[config.mk]
export PLATFORM = sky130hd
export DESIGN_NAME = aes_ctrl_flat
export DESIGN_NICKNAME = d
export VERILOG_FILES = /design/src/rtl/aes_ctrl_if.sv /design/src/rtl/aes_ctrl.sv /design/src/flat_wrapper.sv
export SDC_FILE = /design/constraint.sdc
export NUM_CORES = 1
export LEC_CHECK = 0
export CAP_MARGIN = 20
export CORE_MARGIN = 2
export CORE_UTILIZATION = 48
export CTS_BUF_LIST = sky130_fd_sc_hd__clkbuf_4 sky130_fd_sc_hd__clkbuf_8
export DETAILED_ROUTE_END_ITERATION = 8
export PLACE_DENSITY = 0.89
export SETUP_SLACK_MARGIN = 0.05
export SLEW_MARGIN = 40
export SYNTH_ARGS = -nofsm -noshare
export SYNTH_HDL_FRONTEND = slang
export SYNTH_SLANG_ARGS = --single-unit
export TNS_END_PERCENT = 10
[constraint.sdc]
create_clock -name clk -period 15.6 [get_ports clk]
set_input_delay 2.34 -clock clk [delete_from_list [all_inputs] [get_ports clk]]
set_output_delay 2.34 -clock clk [all_outputs]
set_load 0.01 [all_outputs]
[src/rtl/aes_ctrl_if.sv]
// Byte-stream bus for aes_ctrl: command/data bytes in (s_*), result bytes out (m_*).
// The master drives bytes in and consumes results; the slave is the controller.
`timescale 1ns/1ps
interface aes_ctrl_if;
    logic [7:0] s_data;
    logic       s_valid;
    logic       s_ready;
    logic [7:0] m_data;
    logic       m_valid;
    logic       m_ready;

    modport master (output s_data, s_valid, m_ready, input s_ready, m_data, m_valid);
    modport slave  (input s_data, s_valid, m_ready, output s_ready, m_data, m_valid);
endinterface

[src/rtl/aes_ctrl.sv]
// Byte-serial command front end for an AES core: key/block reception, start/wait, result streaming.
// Optional macro AES_CTRL_TIMEOUT_EN adds a WAIT watchdog of TIMEOUT_CYCLES cycles from aes_start_o.
`timescale 1ns/1ps
module aes_ctrl #(
    parameter int unsigned TIMEOUT_CYCLES = 1024
) (
    input  logic         clk,
    input  logic         rst_n,
    aes_ctrl_if.slave    strm,
    output logic [127:0] aes_key_o,
    output logic         aes_key_load_o,
    output logic [127:0] aes_block_o,
    output logic         aes_start_o,
    input  logic         aes_done_i,
    input  logic [127:0] aes_result_i,
    output logic         key_valid_o,
    output logic         busy_o,
    output logic         err_o
);
    typedef enum logic [2:0] {IDLE, RX_KEY, KEY_LOAD, RX_BLK, START, WAIT, TX} state_e;

    if (TIMEOUT_CYCLES < 2) begin : g_bad_timeout
        $error("aes_ctrl: TIMEOUT_CYCLES must be at least 2");
    end

    state_e       state_q;
    logic [3:0]   cnt_q;
    logic [119:0] shreg_q;
    logic [127:0] shreg_d;
    logic [127:0] key_q, blk_q, res_q;
    logic         key_valid_q, err_q, key_load_q, start_q;
    logic         s_fire, m_fire, last_byte, tmo_hit;

    assign shreg_d   = {shreg_q, strm.s_data};
    assign last_byte = (cnt_q == 4'hf);

    // rst_n is active-high here: hold s_ready low for the whole reset window.
    assign strm.s_ready = !rst_n &&
                          (state_q == IDLE || state_q == RX_KEY || state_q == RX_BLK);
    assign s_fire       = strm.s_valid && strm.s_ready;
    assign strm.m_valid = (state_q == TX);
    assign strm.m_data  = res_q[127:120];
    assign m_fire       = strm.m_valid && strm.m_ready;

    assign aes_key_o      = key_q;
    assign aes_block_o    = blk_q;
    assign aes_key_load_o = key_load_q;
    assign aes_start_o    = start_q;
    assign key_valid_o    = key_valid_q;
    assign err_o          = err_q;
    assign busy_o         = (state_q != IDLE);

`ifdef AES_CTRL_TIMEOUT_EN
    localparam int unsigned TW = $clog2(TIMEOUT_CYCLES);
    logic [TW-1:0] tmo_q;
    // Counts from the start strobe cycle, so the hit lands TIMEOUT_CYCLES edges after it.
    assign tmo_hit = (tmo_q == TW'(TIMEOUT_CYCLES - 1));

    always_ff @(posedge clk or posedge rst_n) begin
        if (rst_n)
            tmo_q <= '0;
        else if (state_q == START || state_q == WAIT)
            tmo_q <= tmo_q + TW'(1);
        else
            tmo_q <= '0;
    end
`else
    assign tmo_hit = 1'b0;
`endif

    always_ff @(posedge clk or posedge rst_n) begin
        if (rst_n) begin
            state_q     <= IDLE;
            cnt_q       <= '0;
            shreg_q     <= '0;
            key_q       <= '0;
            blk_q       <= '0;
            res_q       <= '0;
            key_valid_q <= 1'b0;
            err_q       <= 1'b0;
            key_load_q  <= 1'b0;
            start_q     <= 1'b0;
        end else begin
            key_load_q <= 1'b0;
            start_q    <= 1'b0;
            case (state_q)
                IDLE: begin
                    if (s_fire) begin
                        case (strm.s_data)
                            8'h00:   err_q   <= 1'b0;
                            8'h01:   state_q <= RX_KEY;
                            8'h02:   state_q <= RX_BLK;
                            default: err_q   <= 1'b1;
                        endcase
                    end
                end
                RX_KEY, RX_BLK: begin
                    if (s_fire) begin
                        shreg_q <= shreg_d[119:0];
                        cnt_q   <= cnt_q + 4'd1;
                        if (last_byte) begin
                            if (state_q == RX_KEY) begin
                                key_q       <= shreg_d;
                                key_load_q  <= 1'b1;
                                key_valid_q <= 1'b1;
                                state_q     <= KEY_LOAD;
                            end else if (key_valid_q) begin
                                blk_q   <= shreg_d;
                                start_q <= 1'b1;
                                state_q <= START;
                            end else begin
                                err_q   <= 1'b1;
                                state_q <= IDLE;
                            end
                        end
                    end
                end
                KEY_LOAD: state_q <= IDLE;
                START:    state_q <= WAIT;
                WAIT: begin
                    if (aes_done_i) begin
                        res_q   <= aes_result_i;
                        state_q <= TX;
                    end else if (tmo_hit) begin
                        err_q   <= 1'b1;
                        state_q <= IDLE;
                    end
                end
                TX: begin
                    // Result shifts out MSB-first; fully drained it reads back as zero.
                    if (m_fire) begin
                        res_q <= {res_q[119:0], 8'h00};
                        cnt_q <= cnt_q + 4'd1;
                        if (last_byte)
                            state_q <= IDLE;
                    end
                end
                default: state_q <= IDLE;
            endcase
        end
    end
endmodule

[src/flat_wrapper.sv]
// flat-port wrapper written by rule: the top's interface ports become plain ports
module aes_ctrl_flat 
#(
    parameter int unsigned TIMEOUT_CYCLES = 1024
)
  (clk, rst_n, aes_key_o, aes_key_load_o, aes_block_o, aes_start_o, aes_done_i, aes_result_i, key_valid_o, busy_o, err_o, strm_s_data, strm_s_valid, strm_m_ready, strm_s_ready, strm_m_data, strm_m_valid);
  aes_ctrl_if strm_i ();
  input  logic clk;
  input  logic rst_n;
  output logic [127:0] aes_key_o;
  output logic aes_key_load_o;
  output logic [127:0] aes_block_o;
  output logic aes_start_o;
  input  logic aes_done_i;
  input  logic [127:0] aes_result_i;
  output logic key_valid_o;
  output logic busy_o;
  output logic err_o;
  input wire logic [$bits(strm_i.s_data)-1:0] strm_s_data;
  input wire logic [$bits(strm_i.s_valid)-1:0] strm_s_valid;
  input wire logic [$bits(strm_i.m_ready)-1:0] strm_m_ready;
  output wire logic [$bits(strm_i.s_ready)-1:0] strm_s_ready;
  output wire logic [$bits(strm_i.m_data)-1:0] strm_m_data;
  output wire logic [$bits(strm_i.m_valid)-1:0] strm_m_valid;
  assign strm_i.s_data = strm_s_data;
  assign strm_i.s_valid = strm_s_valid;
  assign strm_i.m_ready = strm_m_ready;
  assign strm_s_ready = strm_i.s_ready;
  assign strm_m_data = strm_i.m_data;
  assign strm_m_valid = strm_i.m_valid;
  aes_ctrl #(.TIMEOUT_CYCLES(TIMEOUT_CYCLES)) u_core (.clk(clk), .rst_n(rst_n), .strm(strm_i), .aes_key_o(aes_key_o), .aes_key_load_o(aes_key_load_o), .aes_block_o(aes_block_o), .aes_start_o(aes_start_o), .aes_done_i(aes_done_i), .aes_result_i(aes_result_i), .key_valid_o(key_valid_o), .busy_o(busy_o), .err_o(err_o));
endmodule
==> results <==
- The flow ran to the end, and the final reports show no timing, DRC or antenna violations.
- After global routing, the most crowded layer is met2.
- Clock skew on the completed layout was measured at 26.2 ps.
- Summing all placed instances gives a cell area of 24,800 sq um.
- The worst-case headroom to the max-slew limit is 46.4%.
- In this run the power density over the cells is 98.9 nW/um^2.
- The largest fanout on the critical path is 4.
- The synthesized design spends more area on one cell type than any other, namely sky130_fd_sc_hd__dfrtp_1.
- Counting every net in the synthesized netlist gives 1,568.
- For this run, the register share of the synthesized area comes to 63.0%.
- The synthesized instance count is 1,426.
- The worst-case clock buffer depth is 3.
- The count of nets after finishing is 1,991.
- The area of all placed cells without fillers is 26,700 sq um.
- The slowest stage of the critical path belongs to the cell sky130_fd_sc_hd__clkdlybuf4s50_1.
- Sorting the synthesized cells by area gives the leading types as sky130_fd_sc_hd__dfrtp_1, sky130_fd_sc_hd__mux2_2, sky130_fd_sc_hd__mux2_1.
- Yosys mapped a number of flops with a built-in enable equal to 0.
- Once detail routing completed, the nets flagged for antenna violations numbered 0.
- The post-detailed-route via-to-cell ratio is 5.33.
- The Yosys step of the flow raised 0 warnings.
- The utilization after layout is 63.5%.
- The number of cells upsized or downsized after cts is 0.
- The smallest clock period supported by the final layout is computed as 5990 ps.
- TritonCTS created 86 clock buffers.
- Setup violations remaining at the end of the flow were counted as 0.
- The path class of the tightest hold or removal check is reg2reg.
- For this run, asynchronously set or reset flops after synthesis account for 100%.
- The floorplan step defined a die boundary enclosing 44,300 sq um.
- Clock latency on the worst-skew pair, taken at its later pin, is 640 ps.
- Routability-driven placement finished with a final weighted congestion of 0.844.
- Yosys mapped the design onto 36 distinct sky130hd cell types.
- Measured along the x axis, the die boundary spans 211 um.
- STA classifies the critical path startpoint as an input pin.
- The worst slack on hold paths is 476 ps.
- The post-CTS setup repair buffer count is 0.
- The leakage power is 0.0137 uW.
- The number of clock sinks is 515.
- The region available for standard cell placement spans 42,000 sq um.
- The synthesized netlist occupies a cell area of 20,500 sq um.
- The footprint of the multi-input gates is 6970 sq um.
- At the pin with the least slew margin, the transition time is 804 ps.
- The cell that appears most often on the critical path is sky130_fd_sc_hd__clkdlybuf4s50_1.
- The floorplan has 75 rows.
- For met3 alone, demand over resource in global routing was 6.45%.
- Entering global routing, the biggest net connects 164 pins.
- The synthesized design contains 515 register bits.
- The leftover overflow at the end of global routing is 0.
- In the post-route analysis, the smallest setup slack over all paths is 9610 ps.
- The DRC violations left is 0.
- In the final timing run, aggregate negative setup slack is 0 ps.
- The routed design has 51.0 mm of wire.
- For met1 alone, demand over resource in global routing was 27.4%.
- Clock tree synthesis selected as its root buffer the cell sky130_fd_sc_hd__clkbuf_8.
- The iteration count of the initial detailed-routing pass is 5.
- Traced cell by cell, the critical path runs through clkdlybuf4s50_1 > nor3_1 > clkdlybuf4s50_1.
- Relative to the synthesized area, the layout overhead comes to 30.3%.
- The via count of the first global-routing pass was 14,000.
- For this run, global-route usage on met2 was measured as 37.1%.
- The critical path data required time is 13,260 ps.
- The via count is 13,100.
- The initial antenna violation count is 1.
- In the layout the commonest cells are sky130_fd_sc_hd__dfrtp_1, sky130_fd_sc_hd__clkdlybuf4s50_1, sky130_fd_sc_hd__mux2_2, sky130_fd_sc_hd__nand2_1, sky130_fd_sc_hd__o21ai_0.
- The count of fill cells added during filler insertion is 2,955.
- The share of post-route cells with drive strength above 1 is 23.1%.
- The share of the cycle needed by the critical path after routing is 38.4%.
- The number of pins with negative max-slew slack in the final report was 0.
- The placed wire-length estimate after detailed placement is 34.0 mm.
- Buffers placed on the I/O ports in this run total 411.
- The effective utilization at floorplan is 48.7%.
- Leaving out fill and tap cells, the most frequent cell in the layout is sky130_fd_sc_hd__dfrtp_1.
- The critical path is of the in2out type.
- A synthesized cell averages 14.4 sq um.
- The capturing element type of the critical path is an output pin.
- For the worst setup path, the data arrival time is 3650 ps.
- The count of hold-fix buffers inserted at cts is 0.
- The number of buffer and inverter stages on the critical path is 2.
- The cell family contributing the most delay on the critical path is buffers and inverters.
- The portion of synthesized cell area occupied by the leading cell type is 63.0%.
- The maximum ir drop on the vdd rail is 69.4 uV.
- Setup repair after global routing left no endpoint under its margin.
- The clock tree synthesis step divided the H-tree into 3 levels.
- Derived from the worst setup path, the maximum achievable clock frequency is 0.167 GHz.
- The average wire length per cell after detail routing is 20.8 um.
- The leading register cell type out of synthesis is sky130_fd_sc_hd__dfrtp_1.
- In the final layout, flip-flops and latches occupy 12,900 sq um.
- The global routing usage summed across all routing layers is 22.9%.
- The clock-pin transition on the worst setup and hold timing paths is 50 ps.
- OpenSTA, run right after detailed placement, puts the worst setup slack at 9120 ps.
- The first global-routing pass estimated 78.7 mm of wire.
- The count of pins on the block boundary is 412.
- The die height is 211 um.
- After the first detailed-routing iteration, the DRC count stood at 766.
- The number of hold violations in the final report is 0.
- The largest single stage delay on the critical path is 570 ps.
- The count of maximum capacitance violations is 0.
- The TritonCTS clock tree is yes.
[state kept, by name, indices dropped and copies added (netlist names)]
register and flops:
u_core.aes_block_o 128, u_core.aes_key_o 128, u_core.res_q 128, u_core.shreg_q 120, u_core.cnt_q 4, u_core.state_q 3
u_core.aes_key_load_o 1, u_core.aes_start_o 1, u_core.err_o 1, u_core.key_valid_o 1
[worst paths after layout]
| check | startpoint | to | slack [ps] | cells past startpoint |
|---|---|---|---|---|
| max | rst_n | strm_s_ready | 9610 | 3 |
| min | u_core.res_q[74] | u_core.res_q[74] | 480 | 2 |
| max reg2reg | u_core.state_q[2] | u_core.aes_block_o[114] | 11940 | 6 |
| min reg2reg | u_core.res_q[74] | u_core.res_q[74] | 480 | 2 |
| max in group asynchronous | rst_n | u_core.res_q[33] | 11090 | 5 |
| min in group asynchronous | rst_n | u_core.aes_key_o[75] | 2200 | 2 |
[where the power goes]
part	internal, uW	switching (uW)	total, uW
Combinational	42.0	41.6	83.6
Clock	676	538	1210
Sequential	1340	2.68	1340
[cell families (layout without fill, tap and decap cells)]
logic type	Yosys count	count (layout)	synth area share, %
flip-flops	515	515	63.0
multiplexers	498	498	26.7
AND/OR/NAND/NOR	168	168	3.39
AO/OA/AOI/OAI	140	140	3.51
buffers and inverters	100	583	3.25
XOR/XNOR	4	4	0.171
adder cells (fa/ha/maj)	1	1	0.0611
other	0	1	0
[stage by stage]
| stage | power (uW) | std cells |
|---|---|---|
| final | 2640 | 2449 |
| after global routing | 2740 | 2449 |
| after CTS | 2670 | 2444 |
| after detailed placement | 1450 | 2296 |
| after global placement | 1450 | 2295 |
| after floorplan | 1400 | 1426 |
[synthesized netlist by cell type, types with 4 or more instances]
cell,count
sky130_fd_sc_hd__dfrtp_1,515
sky130_fd_sc_hd__mux2_2,266
sky130_fd_sc_hd__nand2_1,144
sky130_fd_sc_hd__o21ai_0,125
sky130_fd_sc_hd__mux2i_1,120
sky130_fd_sc_hd__mux2_1,112
sky130_fd_sc_hd__buf_2,40
sky130_fd_sc_hd__buf_6,26
sky130_fd_sc_hd__clkbuf_1,14
sky130_fd_sc_hd__buf_4,12
sky130_fd_sc_hd__o21ai_1,7
sky130_fd_sc_hd__inv_1,6
sky130_fd_sc_hd__nor3_1,5
sky130_fd_sc_hd__a21o_1,4
[layout make-up]
| class | instances | share of cell area, % |
|---|---|---|
| repair buffers | 429 | 16.4 |
| inverters | 6 | 0.0985 |
| well taps | 539 | 2.53 |
| diodes | 1 | 0.00938 |
| flip-flops and latches | 515 | 48.3 |
| clock buffers | 133 | 6.04 |
| clock inverters | 15 | 0.497 |
| multi-input cells | 811 | 26.1 |
[worst reg2reg max path: stages (launching register included)]
cell	delay, ps
sky130_fd_sc_hd__dfrtp_1	620
sky130_fd_sc_hd__nor2b_4	310
sky130_fd_sc_hd__nand2_8	310
sky130_fd_sc_hd__nor3_4	480
sky130_fd_sc_hd__buf_6	540
sky130_fd_sc_hd__buf_4	800
sky130_fd_sc_hd__mux2_2	480
[metal layers]
metal / up-vias / wire, um
li1: 5842 / -
met3: 155 / 3470
met1: 6616 / 19900
met4: 0 / 2630
met5: - / 0
met2: 438 / 24900
(Power assumes the default switching activity.)
